<file path="config.mk">
export PLATFORM = sky130hd
export DESIGN_NAME = imm_pc
export DESIGN_NICKNAME = d
export VERILOG_FILES = /design/src/rtl/cpu_pkg.sv /design/src/rtl/imm_ext.sv /design/src/rtl/imm_pc.sv
export SDC_FILE = /design/constraint.sdc
export NUM_CORES = 1
export LEC_CHECK = 0
export ABC_AREA = 1
export BUFFER_PORTS_ARGS = -buffer_cell sky130_fd_sc_hd__clkbuf_2
export CAP_MARGIN = 20
export CORE_ASPECT_RATIO = 1.5
export CORE_MARGIN = 5
export CORE_UTILIZATION = 62
export CTS_BUF_LIST = sky130_fd_sc_hd__clkbuf_4 sky130_fd_sc_hd__clkbuf_8
export CTS_CLUSTER_SIZE = 30
export DETAILED_ROUTE_END_ITERATION = 10
export GPL_TIMING_DRIVEN = 0
export PLACE_DENSITY = 0.89
export SKIP_LAST_GASP = 1
export SLEW_MARGIN = 20
export SYNTH_ARGS = -nofsm -noshare
export SYNTH_HDL_FRONTEND = slang
export SYNTH_SLANG_ARGS = --single-unit
</file>
<file path="constraint.sdc">
create_clock -name CLK -period 6.92 [get_ports CLK]
set_clock_uncertainty 0.1 [all_clocks]
set_input_delay 0.692 -clock CLK [delete_from_list [all_inputs] [get_ports CLK]]
set_output_delay 0.692 -clock CLK [all_outputs]
set_load 0.03 [all_outputs]
</file>
<file path="src/rtl/cpu_pkg.sv">
// Shared types and constants for the single-cycle CPU.
// Used by imm_pc and imm_ext.
package cpu_pkg;

    localparam int XLEN    = 32;
    localparam int PC_STEP = 4;

    typedef logic [XLEN-1:0] word_t;
    typedef logic [5:0]      opcode_t;

    localparam opcode_t OP_ANDI = 6'h0C;
    localparam opcode_t OP_ORI  = 6'h0D;
    localparam opcode_t OP_XORI = 6'h0E;

    function automatic logic is_logic_imm(input opcode_t op);
        return (op == OP_ANDI) || (op == OP_ORI) || (op == OP_XORI);
    endfunction

endpackage

</file>
<file path="src/rtl/imm_ext.sv">
// Immediate extender: datapath imm plus sign-extended copy for branches.
// Optional macro IMM_ZEXT_EN: zero-extend for andi/ori/xori.
module imm_ext
    import cpu_pkg::*;
(
    input  word_t instr_i,
    output word_t imm_o,
    output word_t imm_sext_o
);

    word_t sext;
    word_t zext;

    assign sext       = {{16{instr_i[15]}}, instr_i[15:0]};
    assign zext       = {16'h0000, instr_i[15:0]};
    assign imm_sext_o = sext;

`ifdef IMM_ZEXT_EN
    opcode_t op;
    assign op    = instr_i[31:26];
    assign imm_o = is_logic_imm(op) ? zext : sext;
`else
    logic unused_hi;
    assign unused_hi = ^{instr_i[31:16], zext[15:0]};
    assign imm_o     = sext;
`endif

endmodule

</file>
<file path="src/rtl/imm_pc.sv">
// PC register and next-PC selection (sequential / branch / jump).
// Optional macro IMM_ZEXT_EN selects zero-extended logical immediates.
module imm_pc
    import cpu_pkg::*;
#(
    parameter word_t RESET_PC = 32'h0000_0000
) (
    input  logic  CLK,
    input  logic  reset,
    input  word_t Instr,
    input  logic  Jump,
    input  logic  Bzero,
    output word_t imm,
    output word_t PC
);

    word_t pc_q;
    word_t pc_d;
    word_t pc4;
    word_t br_tgt;
    word_t j_tgt;
    word_t imm_sext;

    imm_ext u_imm_ext (
        .instr_i    (Instr),
        .imm_o      (imm),
        .imm_sext_o (imm_sext)
    );

    assign pc4    = pc_q + word_t'(PC_STEP);
    assign br_tgt = pc4 + (imm_sext << 2);
    assign j_tgt  = {pc4[31:28], Instr[25:0], 2'b00};

    // Jump outranks a taken branch
    always_comb begin
        pc_d = pc4;
        if (Jump) begin
            pc_d = j_tgt;
        end else if (Bzero) begin
            pc_d = br_tgt;
        end
    end

    always_ff @(posedge CLK) begin
        if (reset) begin
            pc_q <= RESET_PC;
        end else begin
            pc_q <= pc_d;
        end
    end

    assign PC = pc_q;

endmodule

</file>
==> results.json <==
{
  "status": "complete, no violations",
  "slew_violations": 0,
  "cts-hold-fix-buffers": 0,
  "largest_register_ffs": 30,
  "async_flop_share_pct": 0,
  "drv_cap": 0,
  "h-tree-depth": 2,
  "setup_viol": 0,
  "synthCells": 865,
  "io_pins": 100,
  "hold_viol": 0,
  "p_per_area_nw_per_um2": 142.8,
  "die_x_um": 81.72,
  "reg2reg_slack_ps": 3600,
  "crit_fanout": 5,
  "end_kind": "register",
  "yosysWarnings": 0,
  "min_from": "PC[31]",
  "place_congestion": 0.9887,
  "synth_top_cell_area_share_pct": 22.13,
  "cts_root_buf": "clkbuf_8",
  "grt_max_degree": 40,
  "portBuffers": 89,
  "worst_ep_arrival_time_ps": 3430,
  "yosysMostFrequentCell": "nand2_1",
  "synth-seq-area-share_pct": 12.56,
  "whs_path_depth": 4,
  "clock_path_buffers": 2,
  "crit_type": "register to register",
  "firstDrtPassIters": 7,
  "fmax_mhz": 301.3,
  "p_leak_nw": 3.181,
  "clkTransAtPathRegs_ps": 60,
  "yosys-top-cells-area": "nand2_1 22%, dfxtp_1 13%, inv_1 11%",
  "grt_first_pass_wirelength_um": 23520,
  "detail-route-antenna-nets": 0,
  "synth.avg_cell_area_um2": 5.530,
  "clk_latency_ps": 290,
  "vias_per_cell": 5.252,
  "cts_tree": "built",
  "reg2reg_depth": 19,
  "synth_area_um2": 4783,
  "fin_nets": 1036,
  "drc": 0,
  "rows": 39,
  "routedWlPerCell_um": 14.34,
  "grt_overflow": 0,
  "synth_top_area_cell": "nand2_1",
  "min_path_type": "register to register",
  "synth_top_flop_cell": "dfxtp_1",
  "drtIter0Drc": 507,
  "drt_wl_total_um": 15270,
  "finalWorstSetupSlack_ps": 3601,
  "dp_hpwl_um": 13030,
  "cp-start-kind": "register",
  "grt_pass1_vias": 5110,
  "rr_startpoint": "PC[10]",
  "fin_tns_setup_ps": 0,
  "r2r-end": "PC[31]",
  "vias": 5593,
  "finalCriticalPeriod_ps": 3319,
  "required_ps": 7040,
  "finalCritPeriodShare_pct": 47.96,
  "grt.total_usage_pct": 31.59,
  "worstMarginPinSlew_ps": 816.3,
  "cts_buffers": 5,
  "hold_end": "PC[31]",
  "antenna_cells": 0,
  "drive_gt1_share_pct": 17.86,
  "post_cts_buffers": 0,
  "antenna_found_initial": 0,
  "synth_seq_cells": 30,
  "clkSinkCount": 30,
  "core_um2": 7564,
  "dp_slack_ps": 3641,
  "initial_core_util_pct": 63.24,
  "ir_drop_v": 0.00007452,
  "die-area_um2": 9608,
  "netlist_top_cells_count": "282 x nand2_1, 145 x inv_1, 90 x nor2_1",
  "rsz0062_at_grt": "no",
  "synth_edf_count": 0,
  "die-height_um": 117.6,
  "slew_headroom_pct": 45.58,
  "cts_resized": 0,
  "ys_types": 42,
  "area_growth_pct": 14.05
}
final cells by class:
type | count | area [µm²]
multi-input cells | 638 | 3309
clock inverters | 1 | 5.005
plain buffers | 46 | 306.5
repair buffers | 89 | 445.4
fillers | 728 | 2108
flip-flops and latches | 30 | 600.6
inverters | 152 | 570.5
clock buffers | 7 | 90.09
well taps | 102 | 127.6
layout by cell type (no fill, tap or decap), types with 2 or more instances in the layout:
cell type | netlist | routed
nand2_1 | 282 | 282
inv_1 | 145 | 145
nor2_1 | 90 | 90
clkbuf_2 | 0 | 89
nand3_1 | 60 | 60
a21oi_1 | 41 | 41
ha_1 | 37 | 37
buf_4 | 35 | 35
dfxtp_1 | 30 | 30
o21ai_0 | 21 | 21
xor2_1 | 16 | 16
nand4_1 | 15 | 15
nor3_1 | 12 | 12
nand2_2 | 9 | 9
xnor2_1 | 8 | 8
clkbuf_1 | 8 | 8
inv_2 | 6 | 6
nor2_4 | 6 | 6
clkbuf_8 | 0 | 6
a31oi_1 | 5 | 5
nor2_2 | 4 | 4
o21bai_1 | 4 | 4
o21ai_1 | 3 | 3
and2_1 | 3 | 3
o221ai_1 | 3 | 3
nand3_2 | 2 | 2
buf_2 | 2 | 2
a21oi_2 | 2 | 2
conb_1 | 1 | 2
how the worst max path moves through the flow:
stage            from      to  slack, ps  cells after the start
3_5_place_dp   PC[10]  PC[23]       3640                     18
2_1_floorplan   PC[2]  PC[31]       4120                     19
5_1_grt         PC[2]  PC[30]       3350                     20
3_3_place_gp   PC[10]  PC[23]       3710                     18
6_report       PC[10]  PC[31]       3600                     19
4_1_cts        PC[10]  PC[23]       3620                     18
power breakdown:
| group | internal, mW | leakage, nW | switching [mW] | total [mW] |
|---|---|---|---|---|
| clock | 0.0838 | 0.0517 | 0.0613 | 0.145 |
| sequential | 0.189 | 0.249 | 0.0214 | 0.210 |
| combinational | 0.140 | 2.88 | 0.283 | 0.424 |
cell families (layout without fill, tap and decap cells):
kind of cell	after synthesis	in the layout	synth area share (%)
compound gates	85	85	10.44
flops	30	30	12.56
xor+xnor	24	24	4.394
other cells	1	2	0.07840
buf+inv	198	295	18.34
fa+ha+maj	38	38	10.10
simple gates	489	489	44.10
per-layer routing:
metal  share of wire [%]  global-route usage, %
met5                   0                      0
met4                 4.9                  16.22
met3                 7.1                  1.072
met2                  50                  56.22
met1                  38                  37.11
critical path, stage by stage, from the launching register on:
cell and delay, ps:
dfxtp_1 410, nand2_1 120, nor2_1 270, nand3_2 180
nor2_4 190, nand2_1 80, xor2_1 210, inv_1 80
ha_1 360, nand2_1 150, inv_1 50, nand2_1 70
nand2_1 60, a21oi_1 320, nor2_1 70, nor2_1 90
nand2_1 100, nor2_1 130, nor2_1 60, a21oi_1 130
stage by stage:
| step | util (%) | area (µm²) | instances | total power [mW] | hold slack, ps |
|---|---|---|---|---|---|
| floorplan | - | 4787 | 866 | 0.5151 | 614.0 |
| global placement | 70.87 | 5360 | 1057 | 0.6212 | 508.7 |
| detailed placement | 70.87 | 5360 | 1057 | 0.6277 | 514.5 |
| CTS | 72.13 | 5455 | 1065 | 0.7718 | 526.6 |
| global route | 72.13 | 5455 | 1065 | 0.8294 | 561.7 |
| finish | 72.13 | 5455 | 1065 | 0.7789 | 548.1 |
Note: power is estimated with default switching activity, not from simulation.
